[config.mk]
export PLATFORM = sky130hd
export DESIGN_NAME = key_press_decoder
export DESIGN_NICKNAME = d
export VERILOG_FILES = /design/src/rtl/key_pkg.sv /design/src/rtl/key_press_decoder_channel.sv /design/src/rtl/key_press_decoder.sv
export SDC_FILE = /design/constraint.sdc
export NUM_CORES = 1
export LEC_CHECK = 0
export ABC_AREA = 0
export BUFFER_PORTS_ARGS = -buffer_cell sky130_fd_sc_hd__buf_2
export CORE_UTILIZATION = 55
export DETAILED_ROUTE_END_ITERATION = 7
export GPL_TIMING_DRIVEN = 0
export PLACE_DENSITY = 0.72
export SYNTH_ARGS = -nofsm -noshare
export SYNTH_HDL_FRONTEND = slang
export SYNTH_SLANG_ARGS = --single-unit
[constraint.sdc]
create_clock -name clk -period 2.95 [get_ports clk]
set_input_delay 0 -clock clk [delete_from_list [all_inputs] [get_ports clk]]
set_output_delay 0 -clock clk [all_outputs]
set_load 0.05 [all_outputs]
[src/rtl/key_pkg.sv]
// Shared definitions for the push-button front-end: channel state encoding,
// key index constants used by mode_sel, and a small sizing helper.
package key_pkg;

  localparam logic [2:0] KS_IDLE     = 3'd0;
  localparam logic [2:0] KS_PRESS_DB = 3'd1;
  localparam logic [2:0] KS_HELD     = 3'd2;
  localparam logic [2:0] KS_LONG     = 3'd3;
  localparam logic [2:0] KS_REL_DB   = 3'd4;

  typedef enum logic [2:0] {
    ST_IDLE     = KS_IDLE,
    ST_PRESS_DB = KS_PRESS_DB,
    ST_HELD     = KS_HELD,
    ST_LONG     = KS_LONG,
    ST_REL_DB   = KS_REL_DB
  } key_state_e;

  localparam int KEY_MODE  = 0;
  localparam int KEY_UP    = 1;
  localparam int KEY_DOWN  = 2;
  localparam int KEY_SET   = 3;
  localparam int KEY_ALARM = 4;

  function automatic int max_int(input int a, input int b);
    return (a > b) ? a : b;
  endfunction

endpackage

[src/rtl/key_press_decoder_channel.sv]
// Per-key debounce / long-press / auto-repeat state machine driven by the
// shared ms tick. Strobes are registered and exclusive within a cycle.
module key_channel_fsm
  import key_pkg::*;
#(
  parameter int DEBOUNCE_MS = 20,
  parameter int LONG_MS     = 1000,
  parameter int REPEAT_MS   = 200
) (
  input  logic clk,
  input  logic rst,
  input  logic tick,
  input  logic pr,
  output logic key_out,
  output logic key_long,
  output logic key_rpt,
  output logic key_rel,
  output logic key_level
);

  localparam int DB_W   = $clog2(DEBOUNCE_MS + 1);
  localparam int HOLD_W = $clog2(max_int(LONG_MS, REPEAT_MS) + 1);
  localparam logic [DB_W-1:0]   DB_END   = DB_W'(DEBOUNCE_MS);
  localparam logic [HOLD_W-1:0] LONG_END = HOLD_W'(LONG_MS);
  localparam logic [HOLD_W-1:0] RPT_END  = HOLD_W'(REPEAT_MS);

  key_state_e        state, state_n;
  logic [DB_W-1:0]   db_cnt, db_n;
  logic [HOLD_W-1:0] hold_cnt, hold_n, hold_inc;
  logic              was_long, was_long_n;
  logic              out_n, long_n, rpt_n, rel_n;

  always_comb begin
    state_n    = state;
    db_n       = db_cnt;
    hold_n     = hold_cnt;
    was_long_n = was_long;
    out_n      = 1'b0;
    long_n     = 1'b0;
    rpt_n      = 1'b0;
    rel_n      = 1'b0;
    hold_inc   = hold_cnt + 1'b1;
    case (state)
      ST_IDLE: begin
        if (pr) begin
          state_n = ST_PRESS_DB;
          db_n    = '0;
        end
      end
      ST_PRESS_DB: begin
        if (!pr) begin
          state_n = ST_IDLE;
        end else if (db_cnt == DB_END) begin
          state_n = ST_HELD;
          out_n   = 1'b1;
          hold_n  = '0;
        end else if (tick) begin
          db_n = db_cnt + 1'b1;
        end
      end
      ST_HELD, ST_LONG: begin
        if (tick) begin
          if (state == ST_HELD && hold_inc == LONG_END) begin
            state_n = ST_LONG;
            long_n  = 1'b1;
            hold_n  = '0;
          end else if (state == ST_LONG && hold_inc == RPT_END) begin
            rpt_n  = 1'b1;
            hold_n = '0;
          end else begin
            hold_n = hold_inc;
          end
        end
        // A strobe due on the same edge as the first released sample still fires.
        if (!pr) begin
          was_long_n = (state_n == ST_LONG);
          state_n    = ST_REL_DB;
          db_n       = '0;
        end
      end
      ST_REL_DB: begin
        if (pr) begin
          state_n = was_long ? ST_LONG : ST_HELD;
        end else if (db_cnt == DB_END) begin
          state_n = ST_IDLE;
          rel_n   = 1'b1;
          hold_n  = '0;
        end else if (tick) begin
          db_n = db_cnt + 1'b1;
        end
      end
      default: state_n = ST_IDLE;
    endcase
  end

  always_ff @(posedge clk) begin
    if (rst) begin
      state    <= ST_IDLE;
      db_cnt   <= '0;
      hold_cnt <= '0;
      was_long <= 1'b0;
      key_out  <= 1'b0;
      key_long <= 1'b0;
      key_rpt  <= 1'b0;
      key_rel  <= 1'b0;
    end else begin
      state    <= state_n;
      db_cnt   <= db_n;
      hold_cnt <= hold_n;
      was_long <= was_long_n;
      key_out  <= out_n;
      key_long <= long_n;
      key_rpt  <= rpt_n;
      key_rel  <= rel_n;
    end
  end

  assign key_level = (state == ST_HELD) || (state == ST_LONG) || (state == ST_REL_DB);

endmodule

[src/rtl/key_press_decoder.sv]
// Push-button front-end: 2-flop synchronisers, a shared 1 ms tick prescaler
// and one independent channel FSM per key.
module key_press_decoder
  import key_pkg::*;
#(
  parameter int CLK_FREQ       = 50_000_000,
  parameter int NUM_KEYS       = 5,
  parameter int DEBOUNCE_MS    = 20,
  parameter int LONG_MS        = 1000,
  parameter int REPEAT_MS      = 200,
  parameter bit KEY_ACTIVE_LOW = 1'b1
) (
  input  logic                clk,
  input  logic                rst,
  input  logic [NUM_KEYS-1:0] key_in,
  output logic [NUM_KEYS-1:0] key_out,
  output logic [NUM_KEYS-1:0] key_long,
  output logic [NUM_KEYS-1:0] key_rpt,
  output logic [NUM_KEYS-1:0] key_rel,
  output logic [NUM_KEYS-1:0] key_level
);

  localparam int DIV = CLK_FREQ / 1000;
  localparam logic [NUM_KEYS-1:0] RELEASED = {NUM_KEYS{KEY_ACTIVE_LOW}};

  logic [NUM_KEYS-1:0] sync1, sync2, pr;
  logic                tick;

  always_ff @(posedge clk) begin
    if (rst) begin
      sync1 <= RELEASED;
      sync2 <= RELEASED;
    end else begin
      sync1 <= key_in;
      sync2 <= sync1;
    end
  end

  assign pr = sync2 ^ RELEASED;

  generate
    if (DIV <= 1) begin : g_tick_const
      assign tick = 1'b1;
    end else begin : g_tick_cnt
      localparam int PW = $clog2(DIV);
      localparam logic [PW-1:0] PRE_END = PW'(DIV - 1);
      logic [PW-1:0] pre;
      always_ff @(posedge clk) begin
        if (rst)                pre <= '0;
        else if (pre == PRE_END) pre <= '0;
        else                     pre <= pre + 1'b1;
      end
      assign tick = (pre == PRE_END);
    end
  endgenerate

  for (genvar i = 0; i < NUM_KEYS; i++) begin : g_ch
    key_channel_fsm #(
      .DEBOUNCE_MS(DEBOUNCE_MS),
      .LONG_MS    (LONG_MS),
      .REPEAT_MS  (REPEAT_MS)
    ) u_ch (
      .clk      (clk),
      .rst      (rst),
      .tick     (tick),
      .pr       (pr[i]),
      .key_out  (key_out[i]),
      .key_long (key_long[i]),
      .key_rpt  (key_rpt[i]),
      .key_rel  (key_rel[i]),
      .key_level(key_level[i])
    );
  end

endmodule

## After elaboration in Yosys (flattened, before gate mapping)

Cells that the tools add are included.

| cells by class | value |
|---|---|
| equal/unequal tests | 76 |
| muxes and demuxes | 140 |
| bitwise gates (word level) | 22 |
| reductions and logical operators | 81 |
| $add $sub $neg | 11 |

Operator list:

| operator | count |
|---|---|
| $mux 10 | 30 |
| $mux 5 | 30 |
| $pmux 10 s3 | 5 |
| $mux 3 | 45 |
| $pmux 5 s4 | 5 |
| $pmux 3 s4 | 5 |
| $add 10x1->10 const B | 5 |
| $eq 10x10->1 const B | 5 |
| $eq 10x8->1 const B | 5 |
| $ne 2x2->1 const B | 24 |
| $eq 3x2->1 const B | 15 |
| $reduce_or 3->1 | 15 |
| $ne 3x2->1 const B | 10 |
| $add 5x1->5 const B | 5 |
| $eq 5x5->1 const B | 5 |
| $reduce_and 5->1 | 5 |
| $not 1->1 | 21 |
| $mux 1 | 20 |
| $reduce_and 4->1 | 5 |
| $reduce_bool 4->1 | 5 |
| $reduce_or 4->1 | 5 |
| $add 16x1->16 const B | 1 |
| $eq 16x16->1 const B | 1 |
| $eq 3x1->1 const B | 5 |
| 10 further kinds | 53 |

| storage, ports and cells | value |
|---|---|
| register bits after elaboration | 141 |
| output and inout port bits | 25 |
| logic and storage cells | 373 |
| input port bits | 7 |

## Logic depth before layout (Yosys ltp)

Gate-level depths: netlist of the first run.

| logic depth | value |
|---|---|
| word-level depth | 8 |
| mapped depth | 9 |
| gate-level depth less buffers | 9 |

## Cells and area by module

From an unflattened synthesis of the first run, not the netlist that was laid out.

| second synthesis, totals | value |
|---|---|
| cell total of the unflattened synthesis | 953 |
| area total of the unflattened synthesis | 7907.6 sq um |

By module, submodules not included:

| module | instances | sequential area each (sq um) | area an instance (sq um) | cells each |
|---|---|---|---|---|
| key_channel_fsm at g_ch[3].u_ch ... | 2 | 460.4 | 1451.4 | 175 |
| key_channel_fsm at g_ch[0].u_ch ... | 2 | 460.4 | 1317.5 | 165 |
| key_channel_fsm at g_ch[1].u_ch | 1 | 460.4 | 1320.0 | 165 |
| key_press_decoder | 1 | 520.5 | 1049.8 | 108 |

## Worst setup path after synthesis of the first run

OpenSTA, ideal clock, no wires.

| path | value |
|---|---|
| path type | register -> register |
| from | register g_ch[2].u_ch.hold_cnt[0] |
| to | register g_ch[2].u_ch.state[0] |
| arrival | 2259 ps |
| data required time | 2859 ps |
| stages on the path, launching flop included | 9 |
| buffers on the path | 0 |
| library setup time | 91 ps |
| path slack | 600 ps |
| clock period less this slack | 2350 ps |
| path through | dfxtp_1 > ha_1 > nand3_1 > or3_1 > a221o_1 > nor4_4 > a21oi_1 > o32a_1 > a311oi_1 |

| on the way | value |
|---|---|
| word-level cells in the longest chain between the ends | 8 |

Ends and longest elaborated chain:

| what | line | RTL |
|---|---|---|
| start: declaration | key_press_decoder_channel.sv:29 | `logic [HOLD_W-1:0] hold_cnt, hold_n, hold_inc;` |
| start signal: assignment | key_press_decoder_channel.sv:109 | `hold_cnt <= hold_n;` |
| $add 10x1->10 | key_press_decoder_channel.sv:42 | `hold_inc = hold_cnt + 1'b1;` |
| $eq 10x10->1 | key_press_decoder_channel.sv:63 | `if (state == ST_HELD && hold_inc == LONG_END) begin` |
| $logic_and 1x1->1 | key_press_decoder_channel.sv:63 |  |
| $mux 3 | key_press_decoder_channel.sv:63 |  |
| $mux 3 | key_press_decoder_channel.sv:62 | `if (tick) begin` |
| $mux 3 | key_press_decoder_channel.sv:43 | `case (state)` |
| $mux 3 | key_press_decoder_channel.sv:75 | `if (!pr) begin` |
| $pmux 3 s4 | key_press_decoder_channel.sv:43 |  |
| end signal: assignment | key_press_decoder_channel.sv:107 | `state <= state_n;` |
| end: declaration | key_press_decoder_channel.sv:27 | `key_state_e state, state_n;` |

Every way passes these cells. The select of a mux whose other input is x is not followed.
A chain may end at the register's enable or synchronous reset.

## Final worst setup path of the first run

| path | value |
|---|---|
| from | register g_tick_cnt.pre[6] |
| to | register g_ch[2].u_ch.hold_cnt[7] |

| on the way | value |
|---|---|
| word-level cells in the longest chain between the ends | 3 |

Ends and longest elaborated chain:

| what | line | RTL |
|---|---|---|
| start: declaration | key_press_decoder.sv:47 | `logic [PW-1:0] pre;` |
| start signal: assignment | key_press_decoder.sv:51 | `else pre <= pre + 1'b1;` |
| $eq 16x16->1 | key_press_decoder.sv:53 | `assign tick = (pre == PRE_END);` |
| $ne 2x2->1 (no source line) | n/a |  |
| $reduce_and 4->1 (no source line) | n/a |  |

Every way passes these cells.

==> impl_metrics.tcl, run 1 <==
set metrics [dict create \
    drv_cap 0 \
    initial_core_util_pct 57.2 \
    worstReg2RegStart "g_tick_cnt.pre[6]$_SDFF_PP0_" \
    ctsRootBufferMaster "clkbuf_16" \
    hp-class "in -> reg" \
    grt-busiest-layer "met2" \
    crit_start "g_tick_cnt.pre[6]$_SDFF_PP0_" \
    synth_top_cell_area_share_pct 36.8 \
    grt_max_degree 17 \
    cts_buffer_depth 2 \
    grt_pass1_vias 5905 \
    max_freq_mhz 346 \
    grt_usage_pct 25.0 \
    p_per_area_mw_per_mm2 496 \
    dp.cells 1153 \
    synth_fp_nets 972 \
    finalSetupViolations 0 \
    hpwl_mm 11.8 \
    syn_inst 946 \
    antenna_found_initial 0 \
    synth_area_leaders "dfxtp_1 37%, nor2_1 5.3%, nand2_1 4.9%" \
    p_leak_nw 3.35 \
    post-route-min-period_ns 2.89 \
    boundaryPins 32 \
    die_h_um 120 \
    fin_nets 1027 \
    timing.final.crit_share_pct 98.0 \
    num_vias 6773 \
    crit_end "g_ch[2].u_ch.hold_cnt[7]$_SDFFE_PP0P_" \
    clk-insertion-delay-late_ns 0.42 \
    synth.avg_cell_area_um2 8.10 \
    grt_use_met3_pct 5.04 \
    synth_edf_count 0 \
    arrival_ns 3.20 \
    synth-main-ff-cell "dfxtp_1" \
    globalRouteMet2Util_pct 38.9 \
    yosys_warnings 0 \
    vias_per_cell 5.70 \
    wl_per_cell_um 14.6 \
    maxSlewViolCount 0 \
    die_w_um 120 \
    seq_area_frac_synth_pct 36.8 \
    async_reset_ff_share_pct 0 \
    crit_type "reg -> reg" \
    tritoncts_num_sinks 141 \
    drtAntennaViolNets 0 \
    cp-start-kind "flop" \
    num-fill-cells 1179 \
    slew-limit-headroom_pct 46.2 \
    crit_path_max_fanout 10 \
    yosysMostFrequentCell "dfxtp_1" \
    drive_above_1_share_pct 13.3 \
    clkTransAtPathRegs_ns 0.06 \
    drtIter0Drc 446 \
    cts_made_buffers 17 \
    status "complete, no violations" \
    drc_errors 0 \
    ir_drop_uv 422 \
    grt_pass1_wl_mm 28.8 \
    port_buffers 31 \
    synth_commonest_cells "141 x dfxtp_1, 109 x nor2_1, 99 x nand2_1" \
    gr-usage-met1_pct 34.1 \
    tightest_slew_ns 0.807 \
    critPathRequiredTime_ns 3.26 \
    row_count 42 \
    cts_tree "built" \
    crit_path_end_kind "flop" \
    final.setup_skew_ns 0.00614 \
    dr.pass1.iters 5 \
    overflow 0 \
    rsz0062_at_grt "false" \
    timing.rr.end "g_ch[2].u_ch.hold_cnt[7]$_SDFFE_PP0P_" \
    ff2ff_setup_slack_ns 0.06 \
    fin_cells 1189 \
    finalHoldViolCount 0 \
    antenna-diode-count 0 \
    yosysTopAreaCell "dfxtp_1" \
    area_delta_synth_final_pct 13.9 \
    dieArea_mm2 0.0144 \
    core-area_mm2 0.0134 \
    whs_ns 0.126 \
    cts_max_level 4 \
    routed_wl_mm 17.3 \
    synth.distinct_cells 73 \
    gp_congestion 0.887 \
    r2r_cells 7 \
    synth_seq_cells 141 \
    synth_area_mm2 0.00766 \
]
-- sequential cells by signal, indices dropped and copies added, names as in the netlist --
name / count
g_ch.u_ch.state: 15
g_ch.u_ch.was_long: 5
sync1: 5
g_ch.u_ch.key_rpt: 5
g_tick_cnt.pre: 16
g_ch.u_ch.key_long: 5
g_ch.u_ch.db_cnt: 25
g_ch.u_ch.hold_cnt: 50
g_ch.u_ch.key_out: 5
g_ch.u_ch.key_rel: 5
sync2: 5
-- cell usage in the layout (no fill, tap or decap), drive strengths merged, types with 7 or more instances in the layout --
master	n
dfxtp	141
nor2	111
nand2	100
buf	66
clkbuf	56
a21oi	54
nand3	40
nor3	37
xor2	35
xnor2	29
o21ai	28
nand4	25
inv	23
or2	20
ha	19
or3	17
nor4	16
and3	15
nor3b	14
a21o	13
a31oi	11
o211ai	11
a211oi	8
o21a	7
and2	7
and4	7
or4	7
-- critical path, cell delays in order, from the launching register on --
cell and delay, ns:
dfxtp_1 0.41, or4b_4 0.54, nor4_4 0.73, clkbuf_2 0.47, nand2_1 0.16, nor3_1 0.25, xnor2_1 0.17, nor2_1 0.06
-- report_power, final --
| part | internal, W | switching, W | leakage [nW] |
|---|---|---|---|
| combinational | 0.0000414 | 0.0000928 | 1.90 |
| sequential | 0.00192 | 0.00000723 | 1.14 |
| clock | 0.00147 | 0.000795 | 0.312 |
| total | 0.00343 | 0.000895 | 3.35 |
-- stage by stage --
stage | area (um2) | util, % | setup TNS (ns) | power (W) | worst slack [ns]
after detailed placement | 8040 | 60.0 | -0.0585 | 0.00209 | -0.0585
after global routing | 8730 | 65.1 | 0 | 0.00447 | 0.00338
after floorplan | 7660 | - | 0 | 0.00205 | 0.600
after CTS | 8720 | 65.1 | 0 | 0.00436 | 0.0882
final | 8730 | 65.1 | 0 | 0.00433 | 0.0577
after global placement | 8040 | 60.0 | -0.0532 | 0.00209 | -0.0487
-- routing by layer --
layer | up-vias | share of wire (%)
li1 | 3469 | -
met1 | 3125 | 49
met2 | 154 | 45
met3 | 25 | 4.0
met4 | 0 | 1.9
met5 | - | 0
-- final cells by class --
class | instances | area [um2] | area share (%)
Buffer | 71 | 379 | 4.34
Clock buffer | 20 | 467 | 5.35
Clock inverter | 11 | 165 | 1.89
Inverter | 23 | 86.3 | 0.989
Multi-Input combinational cell | 711 | 4380 | 50.2
Sequential cell | 141 | 2820 | 32.3
Tap cell | 176 | 220 | 2.52
Timing Repair Buffer | 36 | 205 | 2.35
-- cells by family after synthesis --
| logic type | count (synthesis) | synth area share (%) |
|---|---|---|
| buf+inv | 94 | 6.06 |
| mux | 2 | 0.261 |
| xor+xnor | 64 | 7.32 |
| fa+ha+maj | 19 | 3.10 |
| simple gates | 449 | 31.3 |
| compound gates | 177 | 15.1 |
| flops | 141 | 36.8 |
-- worst min-delay path by stage --
| stage | slack (ns) | from | depth (start not counted) | end |
|---|---|---|---|---|
| 2_1_floorplan | 0.10 | key_in[0] | 1 | sync1[0]$_SDFF_PP1_ |
| 3_3_place_gp | 0.18 | key_in[3] | 2 | sync1[3]$_SDFF_PP1_ |
| 3_5_place_dp | 0.18 | key_in[3] | 2 | sync1[3]$_SDFF_PP1_ |
| 4_1_cts | 0.11 | rst | 3 | g_ch[4].u_ch.hold_cnt[4]$_SDFFE_PP0P_ |
| 5_1_grt | 0.14 | rst | 3 | g_ch[4].u_ch.hold_cnt[4]$_SDFFE_PP0P_ |
| 6_report | 0.13 | rst | 3 | g_ch[4].u_ch.hold_cnt[4]$_SDFFE_PP0P_ |
-- what timing repair did --
action / CTS / global route
hold buffers: 5 / 0
endpoints found under the setup margin: 3 / 6
endpoints found under the hold margin: 5 / 0
setup buffers: 0 / 0
resized for setup: 1 / 1
pin swaps: 0 / 0
No activity file was read; power rests on OpenSTA's default activity.
==> inputs of run 2 (changes only) <==
PLACE_DENSITY = 0.75   (was 0.72)
clock period = 2.4 ns   (was 2.95 ns; I/O delays follow)
==> run 2 against run 1 <==
Clock skew about the same. Global-route usage up 0.49 points. Setup slack worse by 0.052 ns. Non-clock buffer count up 20. Sequential cell count unchanged. Sequential power up 22%. Cell count up 1.9%. Routed wire length up 8.1%. Maximum frequency up 21%. Cell area up 5.6%. Critical path depth up 1. Critical path type unchanged. Largest cell class unchanged. Largest power group unchanged. Highest routed layer unchanged.
==> impl_metrics.tcl, run 2 (synthesis gave the netlist of run 1 again) <==
set metrics [dict create \
    status "complete, no violations" \
    grt_max_degree 17 \
    largestRegisters "g_ch.u_ch.hold_cnt (50), g_ch.u_ch.db_cnt (25), g_tick_cnt.pre (16)" \
    dr.pass1.iters 5 \
    boundaryPins 32 \
    clk-insertion-delay-late_ns 0.43 \
    cts_max_level 4 \
    finalSetupViolations 0 \
    crit_cells 8 \
    post-route-min-period_ns 2.39 \
    gr-usage-met1_pct 31.9 \
    drtIter0Drc 488 \
    whs_ns 0.131 \
    crit_buf_inv 1 \
    drv_cap 0 \
    grt_usage_pct 25.5 \
    antenna-diode-count 0 \
    crit_type "reg -> reg" \
    fin_nets 1048 \
    overflow 0 \
    cp-start-kind "flop" \
    drtAntennaViolNets 0 \
    core-area_mm2 0.0134 \
    routed_wl_mm 18.7 \
    largest_reg_flops 50 \
    tritoncts_num_sinks 141 \
    max_freq_mhz 418 \
    wl_per_cell_um 15.4 \
    fin_util_pct 68.7 \
    port_buffers 31 \
    crit_path_max_fanout 8 \
    vias_per_cell 5.88 \
    multiInputGateArea_mm2 0.00471 \
    die_w_um 120 \
    place_ws_ns -0.547 \
    slowest_delay_ns 0.57 \
    p_per_area_mw_per_mm2 550 \
    final_common_cell "dfxtp_1" \
    antenna_found_initial 0 \
    grt_pass1_vias 6265 \
    fin_ws_ns 0.00555 \
    ctsRootBufferMaster "clkbuf_16" \
    hold_depth 3 \
    p_leak_nw 3.53 \
    drc_errors 0 \
    initial_core_util_pct 57.2 \
    row_count 42 \
    maxSlewViolCount 0 \
    critPathRequiredTime_ns 2.71 \
    cp_slowest_cell "or4bb_4" \
    crit_path_end_kind "flop" \
    final_cell_mix "122 x dfxtp_1, 105 x nor2_1, 93 x nand2_1, 51 x a21oi_1, 44 x buf_4" \
    clkTransAtPathRegs_ns 0.06 \
    grt_pass1_wl_mm 29.4 \
    rsz0062_at_grt "true" \
    gp_congestion 0.888 \
    regArea_mm2 0.00285 \
    grt-busiest-layer "met2" \
    drive_above_1_share_pct 21.4 \
    path_cells "or4bb_4 -> or4_4 -> buf_12 -> a211o_1 -> nand2_2 -> nand4_1 -> xor2_1 -> nor2_1" \
    finalHoldViolCount 0 \
    tightest_slew_ns 0.760 \
    area_delta_synth_final_pct 20.3 \
    ir_drop_uv 521 \
    final.setup_skew_ns 0.00580 \
    cts_buffer_depth 2 \
    die_h_um 120 \
    dieArea_mm2 0.0144 \
    num_vias 7122 \
    regMostFlops "g_ch.u_ch.hold_cnt" \
    r2r_cells 8 \
    num-fill-cells 1102 \
    cp_top_family "simple AND/OR/NAND/NOR gates" \
    grt_use_met3_pct 5.80 \
    arrival_ns 2.71 \
    globalRouteMet2Util_pct 42.5 \
    cts_made_buffers 17 \
    timing.final.crit_share_pct 99.8 \
    hp-class "in -> reg" \
    slew-limit-headroom_pct 49.3 \
    hpwl_mm 12.0 \
    cts_tree "built" \
]
[run 2: cell count changes in the layout (fill, tap and decap cells not counted), sizes merged]
cell    before  now
o32a         3    4
clkbuf      56   57
clkinv       6    4
bufinv       4    2
buf         66   90
[run 2: worst min-delay path, cell delays in order]
cell	delay (ns)
buf_2	0.27
or4_1	0.17
nand3_1	0.06
[run 2: final cells by class]
cell class                      instances  share of cell area (%)
Buffer                                 67                    4.09
Clock buffer                           25                    5.16
Clock inverter                          7                   0.951
Inverter                               23                   0.937
Multi-Input combinational cell        712                    51.1
Sequential cell                       141                    31.0
Tap cell                              176                    2.39
Timing Repair Buffer                   60                    4.40
[run 2: path summary, 6_finish.rpt]
check | startpoint | end | slack (ns)
min reg2reg | sync1[3]$_SDFF_PP1_ | sync2[3]$_SDFF_PP1_ | 0.41
max reg2reg | g_tick_cnt.pre[5]$_SDFF_PP0_ | g_ch[3].u_ch.db_cnt[4]$_SDFFE_PP0P_ | 0.006
max | g_tick_cnt.pre[5]$_SDFF_PP0_ | g_ch[3].u_ch.db_cnt[4]$_SDFFE_PP0P_ | 0.006
min | rst | g_ch[4].u_ch.hold_cnt[4]$_SDFFE_PP0P_ | 0.13
[run 2: routing by layer]
metal	vias up	part of all wire [%]
met5	-	0
met4	0	2.4
met3	45	5.4
met2	232	48
met1	3341	44
li1	3504	-
[run 2: power breakdown]
group	switching, W	leakage (nW)	internal [W]	total, W
logic	0.000121	2.10	0.0000557	0.000177
registers	0.00000937	1.15	0.00235	0.00236
clock network	0.000954	0.275	0.00158	0.00253
[run 2: through the flow]
| stage | cells | total power, W | cell area [um2] | TNS [ns] |
|---|---|---|---|---|
| 2_1_floorplan | 946 | 0.00252 | 7660 | 0 |
| 3_3_place_gp | 1153 | 0.00257 | 8040 | -12.83 |
| 3_5_place_dp | 1153 | 0.00257 | 8040 | -14.59 |
| 4_1_cts | 1201 | 0.00510 | 8880 | -0.00598 |
| 5_1_grt | 1211 | 0.00522 | 9210 | -1.08 |
| 6_report | 1211 | 0.00507 | 9210 | 0 |
[run 2: repair_timing]
item / in CTS / in global routing
resized for setup: 45 / 63
pin swaps: 11 / 23
hold buffers: 5 / 0
endpoints found under the setup margin: 84 / 67
buffers inserted: 12 / 11
hold endpoints to repair: 5 / 0
gates cloned: 1 / 1
==> inputs of run 3 (changes only) <==
CAP_MARGIN = 20   (was not set)
REMOVE_ABC_BUFFERS = 1   (was not set)
==> run 3 against run 2 <==
Combinational power decreased by 23%. Non-clock buffer count fell by 54. Core utilization is 2.3 points lower. Via count down 4.2%. Cell area fell by 3.4%. Sequential power about the same. Maximum frequency hardly changed. Cell count fell by 4.7%. Sequential share of layout area up 1.3 points. Critical endpoint is now g_ch[3].u_ch.hold_cnt[5]$_SDFFE_PP0P_.
==> impl_metrics.tcl, run 3 (synthesis gave the netlist of run 1 again) <==
set metrics [dict create \
    vias_per_cell 5.91 \
    cp-start-kind "flop" \
    clkTransAtPathRegs_ns 0.06 \
    grt_max_degree 45 \
    largest_reg_flops 50 \
    dieArea_mm2 0.0144 \
    dp.cells 1084 \
    final.setup_skew_ns 0.00710 \
    crit_type "reg -> reg" \
    fin_nets 994 \
    slew-limit-headroom_pct 37.8 \
    area_delta_synth_final_pct 16.2 \
    place_ws_ns -0.520 \
    drtAntennaViolNets 0 \
    critPathRequiredTime_ns 2.77 \
    cts_made_buffers 17 \
    tightest_slew_ns 0.932 \
    final_common_cell "dfxtp_1" \
    power.total_w 0.00497 \
    hpwl_mm 10.6 \
    hp-class "in -> reg" \
    gp_congestion 0.837 \
    grt_pass1_vias 6020 \
    status "complete, no violations" \
    drtIter0Drc 588 \
    antenna-diode-count 0 \
    ctsRootBufferMaster "clkbuf_16" \
    antenna_found_initial 0 \
    p_per_area_mw_per_mm2 559 \
    p_leak_nw 3.32 \
    cts_buffer_depth 2 \
    die_w_um 120 \
    core-area_mm2 0.0134 \
    max_freq_mhz 418 \
    row_count 42 \
    crit_path_max_fanout 4 \
    cts_tree "built" \
    grt_usage_pct 23.6 \
    fin_util_pct 66.4 \
    drive_above_1_share_pct 20.4 \
    ir_drop_uv 510 \
    clk-insertion-delay-late_ns 0.43 \
    cts_max_level 4 \
    setup_tns_ns 0 \
    drv_cap 0 \
    arrival_ns 2.76 \
    fin_cells 1154 \
    die_h_um 120 \
    routed_wl_mm 17.1 \
    fin_ws_ns 0.00773 \
    num-fill-cells 1081 \
    largestRegisters "g_ch.u_ch.hold_cnt (50), g_ch.u_ch.db_cnt (25), g_tick_cnt.pre (16)" \
    rsz0062_at_grt "true" \
    initial_core_util_pct 57.2 \
    timing.final.crit_share_pct 99.7 \
    wl_per_cell_um 14.8 \
    post-route-min-period_ns 2.39 \
    drc_errors 0 \
    maxSlewViolCount 0 \
    finalSetupViolations 0 \
    dr.pass1.iters 5 \
    final_cell_mix "115 x dfxtp_1, 104 x nor2_1, 96 x nand2_1, 52 x a21oi_1" \
    boundaryPins 32 \
    num_vias 6824 \
    finalHoldViolCount 0 \
    overflow 0 \
    port_buffers 31 \
    regMostFlops "g_ch.u_ch.hold_cnt" \
    grt_pass1_wl_mm 27.7 \
    crit_path_end_kind "flop" \
    tritoncts_num_sinks 141 \
]
[run 3: cell types whose count changed in the layout (fill, tap and decap cells not counted), sizes merged]
cell / change
clkbuf: -35
buf: -22
bufinv: -1
clkinvlp: +1
[run 3: power breakdown]
part | leakage (nW) | internal [W] | switching (W)
registers | 1.15 | 0.00235 | 0.0000272
logic | 1.90 | 0.0000502 | 0.0000872
clock network | 0.270 | 0.00151 | 0.000953
[run 3: metal layers]
metal	vias up	GRT usage [%]	part of all wire [%]
met5	-	0	0
met4	0	7.73	1.5
met3	26	5.75	4.4
met2	169	38.0	49
met1	3233	30.8	46
li1	3396	-	-
[run 3: repair_timing]
action	4_1_cts	5_1_grt
hold buffers	5	0
hold endpoints to repair	5	0
pin swaps	12	29
cloned	0	1
resized for setup	38	58
endpoints found under the setup margin	77	70
setup buffers	26	9
[run 3: worst paths after layout]
| check | from | end | slack, ns | cells after the start |
|---|---|---|---|---|
| hold reg to reg | sync1[3]$_SDFF_PP1_ | sync2[3]$_SDFF_PP1_ | 0.41 | 1 |
| setup reg to reg | g_tick_cnt.pre[4]$_SDFF_PP0_ | g_ch[3].u_ch.hold_cnt[5]$_SDFFE_PP0P_ | 0.008 | 7 |
| setup / recovery | g_tick_cnt.pre[4]$_SDFF_PP0_ | g_ch[3].u_ch.hold_cnt[5]$_SDFFE_PP0P_ | 0.008 | 7 |
| hold / removal | rst | g_ch[4].u_ch.hold_cnt[6]$_SDFFE_PP0P_ | 0.06 | 2 |
[run 3: worst max-delay path: stages (launching register included)]
cell and delay (ns):
dfxtp_2 0.32, or4b_4 0.55, or4_4 0.58, buf_6 0.16
o32a_1 0.25, nor4_1 0.31, a41oi_1 0.09, nand2_1 0.09
[run 3: metrics by stage]
stage               hold slack (ns)  instance area [um2]
global route                 0.0890                 8900
CTS                          0.0552                 8630
finish                       0.0618                 8900
detailed placement            0.186                 7680
global placement              0.182                 7660
floorplan                    0.0691                 7280
[run 3: final cells by class]
class                      count  area [um2]  share of cell area, %
multi-input combinational    712        4650                   52.2
sequential                   141        2870                   32.3
timing repair buffer          73         523                   5.87
clock buffer                  22         484                   5.44
tap                          176         220                   2.47
inverter                      23        86.3                  0.970
clock inverter                 7        65.1                  0.731
